--- src/rtl/ft_pkt_pkg.sv ---
// rtl/ft_pkt_pkg.sv - packet framing constants, FSM states and header layout for the FT245 TX arbiter
package ft_pkt_pkg;

  typedef enum logic [2:0] {
    ST_IDLE,
    ST_HEADER,
    ST_LENGTH,
    ST_PAYLOAD,
    ST_CHECKSUM
  } state_e;

  localparam logic [3:0] HDR_MAGIC_DEF = 4'hA;
  localparam int         MAX_PAYLOAD   = 256;
  // Length byte carries len-1, so a 256-byte payload still fits an 8-bit counter.
  localparam int         CNT_W         = $clog2(MAX_PAYLOAD);

  typedef struct packed {
    logic [3:0] magic;
    logic [3:0] src_id;
  } hdr_t;

endpackage

--- src/rtl/ft_tx_arbiter_if.sv ---
// rtl/ft_tx_arbiter_if.sv - source request/data bus and TX FIFO write bus of the arbiter
interface ft_tx_arbiter_if #(
  parameter int NREQ = 3
);
  logic [NREQ-1:0]   src_req;
  logic [8*NREQ-1:0] src_len;
  logic [8*NREQ-1:0] src_data;
  logic [NREQ-1:0]   src_rd;
  logic [NREQ-1:0]   grant;
  logic [7:0]        tx_wdata;
  logic              tx_winc;
  logic              tx_wfull;
  logic              busy;

  modport master (
    input  src_req, src_len, src_data, tx_wfull,
    output src_rd, grant, tx_wdata, tx_winc, busy
  );

  modport slave (
    output src_req, src_len, src_data, tx_wfull,
    input  src_rd, grant, tx_wdata, tx_winc, busy
  );
endinterface

--- src/rtl/rr_arbiter.sv ---
// rtl/rr_arbiter.sv - combinational round-robin pick, searching from last_grant+1 with wrap
module rr_arbiter #(
  parameter int NREQ = 3
) (
  input  logic [NREQ-1:0] req,
  input  logic [3:0]      last_grant,
  output logic [NREQ-1:0] pick
);

  int   idx;
  logic found;

  always_comb begin
    pick  = '0;
    found = 1'b0;
    idx   = 0;
    for (int k = 1; k <= NREQ; k++) begin
      idx = (int'(last_grant) + k) % NREQ;
      for (int j = 0; j < NREQ; j++) begin
        if (!found && (j == idx) && req[j]) begin
          pick[j] = 1'b1;
          found   = 1'b1;
        end
      end
    end
  end

endmodule

--- src/rtl/ft_tx_arbiter.sv ---
// rtl/ft_tx_arbiter.sv - packet-granular round-robin writer of the FT245 TX FIFO
module ft_tx_arbiter
  import ft_pkt_pkg::*;
#(
  parameter int         NREQ      = 3,
  parameter logic [3:0] HDR_MAGIC = HDR_MAGIC_DEF
) (
  input  logic            clk,
  input  logic            rst,
  ft_tx_arbiter_if.master bus
);

  state_e             state_q, state_d;
  logic [NREQ-1:0]    grant_q, grant_d;
  logic [3:0]         gidx_q, gidx_d;
  logic [3:0]         last_q, last_d;
  logic [CNT_W-1:0]   cnt_q, cnt_d;
  logic [7:0]         chk_q, chk_d;

  logic [NREQ-1:0]    pick;
  logic [3:0]         pick_idx;
  logic [7:0]         pick_len;
  logic [7:0]         sel_data;
  logic               winc;
  hdr_t               hdr;

  rr_arbiter #(.NREQ(NREQ)) u_rr (
    .req        (bus.src_req),
    .last_grant (last_q),
    .pick       (pick)
  );

  always_comb begin
    pick_idx = '0;
    pick_len = '0;
    sel_data = '0;
    for (int i = 0; i < NREQ; i++) begin
      if (pick[i]) begin
        pick_idx = 4'(i);
        pick_len = bus.src_len[8*i +: 8];
      end
      if (grant_q[i]) begin
        sel_data = bus.src_data[8*i +: 8];
      end
    end
  end

  // Every non-IDLE state emits a byte; full simply freezes the FSM in place.
  assign winc         = (state_q != ST_IDLE) && !bus.tx_wfull;
  assign bus.tx_winc  = winc;
  assign bus.grant    = grant_q;
  assign bus.busy     = (state_q != ST_IDLE);
  assign bus.src_rd   = (state_q == ST_PAYLOAD && winc) ? grant_q : '0;

  always_comb begin
    hdr.magic    = HDR_MAGIC;
    hdr.src_id   = gidx_q;
    bus.tx_wdata = 8'h00;
    case (state_q)
      ST_HEADER:   bus.tx_wdata = hdr;
      ST_LENGTH:   bus.tx_wdata = cnt_q;
      ST_PAYLOAD:  bus.tx_wdata = sel_data;
      ST_CHECKSUM: bus.tx_wdata = chk_q;
      default:     bus.tx_wdata = 8'h00;
    endcase
  end

  always_comb begin
    state_d = state_q;
    grant_d = grant_q;
    gidx_d  = gidx_q;
    last_d  = last_q;
    cnt_d   = cnt_q;
    chk_d   = chk_q;
    case (state_q)
      ST_IDLE: begin
        if (|bus.src_req) begin
          grant_d = pick;
          gidx_d  = pick_idx;
          cnt_d   = pick_len;
          chk_d   = 8'h00;
          state_d = ST_HEADER;
        end
      end
      ST_HEADER:  if (winc) state_d = ST_LENGTH;
      ST_LENGTH:  if (winc) state_d = ST_PAYLOAD;
      ST_PAYLOAD: begin
        if (winc) begin
          chk_d = chk_q ^ sel_data;
          if (cnt_q == '0) state_d = ST_CHECKSUM;
          else             cnt_d   = cnt_q - 1'b1;
        end
      end
      ST_CHECKSUM: begin
        if (winc) begin
          last_d  = gidx_q;
          grant_d = '0;
          state_d = ST_IDLE;
        end
      end
      default: state_d = ST_IDLE;
    endcase
  end

  always_ff @(posedge clk) begin
    if (rst) begin
      state_q <= ST_IDLE;
      grant_q <= '0;
      gidx_q  <= '0;
      last_q  <= 4'(NREQ - 1);
      cnt_q   <= '0;
      chk_q   <= '0;
    end else begin
      state_q <= state_d;
      grant_q <= grant_d;
      gidx_q  <= gidx_d;
      last_q  <= last_d;
      cnt_q   <= cnt_d;
      chk_q   <= chk_d;
    end
  end

endmodule

--- src/flat_wrapper.sv ---
// flat-port wrapper written by rule: the top's interface ports become plain ports
module ft_tx_arbiter_flat import ft_pkt_pkg::*;
#(
  parameter int         NREQ      = 3,
  parameter logic [3:0] HDR_MAGIC = HDR_MAGIC_DEF
)
  (clk, rst, bus_src_req, bus_src_len, bus_src_data, bus_tx_wfull, bus_src_rd, bus_grant, bus_tx_wdata, bus_tx_winc, bus_busy);
  ft_tx_arbiter_if #(.NREQ(NREQ)) bus_i ();
  input  logic clk;
  input  logic rst;
  input wire logic [$bits(bus_i.src_req)-1:0] bus_src_req;
  input wire logic [$bits(bus_i.src_len)-1:0] bus_src_len;
  input wire logic [$bits(bus_i.src_data)-1:0] bus_src_data;
  input wire logic [$bits(bus_i.tx_wfull)-1:0] bus_tx_wfull;
  output wire logic [$bits(bus_i.src_rd)-1:0] bus_src_rd;
  output wire logic [$bits(bus_i.grant)-1:0] bus_grant;
  output wire logic [$bits(bus_i.tx_wdata)-1:0] bus_tx_wdata;
  output wire logic [$bits(bus_i.tx_winc)-1:0] bus_tx_winc;
  output wire logic [$bits(bus_i.busy)-1:0] bus_busy;
  assign bus_i.src_req = bus_src_req;
  assign bus_i.src_len = bus_src_len;
  assign bus_i.src_data = bus_src_data;
  assign bus_i.tx_wfull = bus_tx_wfull;
  assign bus_src_rd = bus_i.src_rd;
  assign bus_grant = bus_i.grant;
  assign bus_tx_wdata = bus_i.tx_wdata;
  assign bus_tx_winc = bus_i.tx_winc;
  assign bus_busy = bus_i.busy;
  ft_tx_arbiter #(.NREQ(NREQ), .HDR_MAGIC(HDR_MAGIC)) u_core (.clk(clk), .rst(rst), .bus(bus_i));
endmodule
--- config.mk ---
export PLATFORM = sky130hd
export DESIGN_NAME = ft_tx_arbiter_flat
export DESIGN_NICKNAME = d
export VERILOG_FILES = /design/src/rtl/ft_pkt_pkg.sv /design/src/rtl/ft_tx_arbiter_if.sv /design/src/rtl/rr_arbiter.sv /design/src/rtl/ft_tx_arbiter.sv /design/src/flat_wrapper.sv
export SDC_FILE = /design/constraint.sdc
export NUM_CORES = 1
export LEC_CHECK = 0
export ABC_AREA = 1
export CORE_ASPECT_RATIO = 1.75
export CORE_MARGIN = 2
export CORE_UTILIZATION = 30
export CTS_CLUSTER_DIAMETER = 40
export DETAILED_ROUTE_END_ITERATION = 12
export SLEW_MARGIN = 20
export SYNTH_ARGS = -nofsm -noshare
export SYNTH_HDL_FRONTEND = slang
export SYNTH_SLANG_ARGS = --single-unit
--- constraint.sdc ---
create_clock -name clk -period 2 [get_ports clk]
set_input_delay 0.4 -clock clk [delete_from_list [all_inputs] [get_ports clk]]
set_output_delay 0.4 -clock clk [all_outputs]
set_load 0.1 [all_outputs]
==> impl_metrics.tcl <==
set metrics [dict create \
    outcome "finished, violations left" \
    violations "negative setup slack" \
    worstPathMaxFanout 4 \
    syn_inst 318 \
    placed_area_sq_um 3240 \
    multi_input_area_sq_um 1540 \
    hold_path_class "flip-flop to flip-flop" \
    antenna_found_initial 0 \
    grt_usage_pct 18.8 \
    slew_headroom_pct 72.1 \
    drt-initial-drc-count 87 \
    fp-row-count 39 \
    cts_tree "done" \
    grt_pass1_vias 2497 \
    core_sq_um 6440 \
    synth_seq_cells 26 \
    nets 481 \
    syn_area_per_cell_sq_um 6.20 \
    final_area_sq_um 3610 \
    die_area_sq_um 7260 \
    fin_crit_sh_pct 102 \
    grt_setup_unrepaired "true" \
    layout.cells.non_filler 504 \
    setup-violations-final 3 \
    drv_slew 0 \
    cts_made_buffers 3 \
    maxCapViolations 0 \
    powerDensity_nw_per_um2 1260 \
    hold_buffers 0 \
    htree_levels 1 \
    min_period_ns 2.04 \
    crit_arrival_ns 1.64 \
    port_buffers 69 \
    regArea_sq_um 541 \
    overflow 0 \
    place.gp.congestion 0.838 \
    fmaxAchievable_mhz 490 \
    ys_seq_area_share_pct 26.4 \
    yosys_warnings 0 \
    drt_wl_total_microns 6740 \
    leakagePower_uw 0.00155 \
    start_util_pct 30.6 \
    cts-root-buf "clkbuf_16" \
    dp_cells 485 \
    grt_start_max_net_pins 17 \
    crit_type "flip-flop to output port" \
    finalPower_uw 4560 \
    drc 0 \
    startpoint_type "flip-flop" \
    dpl.hpwl_microns 5120 \
    dr.pass1.iters 4 \
    worst_slew_pin_slew_ns 0.417 \
    crit_required_ns 1.60 \
    grt_pass1_wl_microns 11100 \
    synth_area_sq_um 1970 \
    clock_latency_ns 0.26 \
    hold_viol_final 0 \
    irDropWorstVdd_mv 0.922 \
    detail-route-antenna-nets 0 \
    die_h_microns 111 \
    drive_gt1_share_pct 29.6 \
    path_clk_slew_ns 0.07 \
    worst_slack_ns -0.0390 \
    cts_buffer_depth 2 \
    cts.sinks 26 \
    routedWlPerCell_microns 13.4 \
    synth_cell_types 38 \
    mostFrequentLayoutCells "80 x nand2_1, 45 x clkdlybuf4s50_1, 39 x a21oi_1" \
    area.growth.synth_to_final_pct 83.1 \
    antennaDiodeCount 0 \
    endpoint_kind "output port" \
    die_w_microns 65.3 \
    num_io_pins 70 \
    fin_skew_ns 0.00634 \
    synthesis.nets 376 \
    final_common_cell "nand2_1" \
    num_vias 2449 \
    fillers 618 \
    via_per_inst 4.86 \
]
## metrics by stage
step           utilization [%]  hold slack, ns  setup TNS [ns]  setup slack, ns
6_report                  56.0           0.457         -0.0569          -0.0390
3_5_place_dp              50.3           0.447           -2.28           -0.221
5_1_grt                   56.0           0.474          -0.480          -0.0894
4_1_cts                   53.1           0.459         -0.0113          -0.0113
2_1_floorplan                -           0.422          -0.353           -0.289
3_3_place_gp              50.3           0.432           -1.81           -0.184
## area by class of cell
class / instances / area share [%]
well taps: 82 / 2.84
clock buffers: 4 / 2.46
inverters: 40 / 4.65
repair buffers: 107 / 32.3
flip-flops and latches: 26 / 15.0
multi-input cells: 245 / 42.8
## critical path, stage by stage (launching register included)
cell and delay [ns]:
dfxtp_4 0.36, inv_4 0.07, nor2_4 0.06, buf_4 0.13, a22oi_2 0.14, a21oi_2 0.08, a221o_2 0.37, buf_12 0.18
## where the power goes
part,internal [uW],leakage (uW),switching (uW)
clock,306,0.0000442,183
combinational,1280,0.00129,1950
sequential,677,0.000216,164
total,2260,0.00155,2300
## logic make-up (layout without fill, tap and decap cells)
group	count (synthesis)	count (layout)	synth area share, %
compound gates	78	78	25.2
fa+ha+maj	4	4	2.54
flops	26	26	26.4
simple gates	161	161	35.5
buf+inv	47	151	9.46
xor+xnor	2	2	0.889
## state kept, by name, summed over array words and instances (netlist names)
| name | cells |
|---|---|
| u_core.last_q | 2 |
| u_core.chk_q | 8 |
| u_core.gidx_q | 2 |
| u_core.cnt_q | 8 |
| u_core.bus.grant | 3 |
| u_core.state_q | 3 |
## synthesized netlist by cell type
master / number / area, sq um
nand2_1: 87 / 327
a21oi_1: 41 / 205
nor2_1: 37 / 139
inv_1: 34 / 128
dfxtp_1: 26 / 521
nand3_1: 15 / 75.1
o21ai_0: 12 / 60.1
inv_2: 5 / 18.8
nand4_1: 5 / 31.3
nor3_1: 5 / 25.0
clkbuf_1: 4 / 15.0
ha_1: 4 / 50.1
nor3_2: 4 / 40.0
o221ai_1: 4 / 35.0
a221oi_1: 3 / 26.3
and3_1: 3 / 18.8
o2bb2ai_1: 3 / 26.3
a211oi_1: 2 / 15.0
a22oi_1: 2 / 15.0
buf_2: 2 / 10.0
nor2_2: 2 / 12.5
o22ai_1: 2 / 12.5
a221o_1: 1 / 10.0
a22oi_2: 1 / 12.5
a31oi_4: 1 / 21.3
buf_6: 1 / 11.3
clkinv_1: 1 / 3.75
nand2_2: 1 / 6.26
nor3_4: 1 / 16.3
o2111ai_1: 1 / 8.76
o211ai_1: 1 / 7.51
o21a_1: 1 / 7.51
o21ai_2: 1 / 8.76
o21ai_4: 1 / 16.3
o32ai_1: 1 / 8.76
or2_4: 1 / 8.76
xnor2_1: 1 / 8.76
xor2_1: 1 / 8.76
## final timing paths
path | from | endpoint | slack, ns | cells after the start
max | u_core.bus.grant[0]$_SDFFE_PP0P_ | bus_tx_wdata[0] | -0.04 | 7
min | u_core.chk_q[2]$_SDFFE_PP0P_ | u_core.chk_q[2]$_SDFFE_PP0P_ | 0.46 | 1
max reg2reg | u_core.last_q[0]$_SDFFE_PP0P_ | u_core.cnt_q[5]$_SDFFE_PP0P_ | 0.15 | 14
min reg2reg | u_core.chk_q[2]$_SDFFE_PP0P_ | u_core.chk_q[2]$_SDFFE_PP0P_ | 0.46 | 1
## metal layers
metal	GRT usage, %	vias up	part of all wire (%)
met5	0	-	0
met4	5.97	0	1.5
met3	1.93	10	4.5
met2	36.4	70	57
li1	-	1273	-
met1	20.2	1096	37
## repair_timing
item                       4_1_cts  5_1_grt
resized for setup               12       32
pin swaps                        7       17
buffers inserted                 8        7
setup endpoints to repair       12       19
No activity file was read; power rests on OpenSTA's default activity.
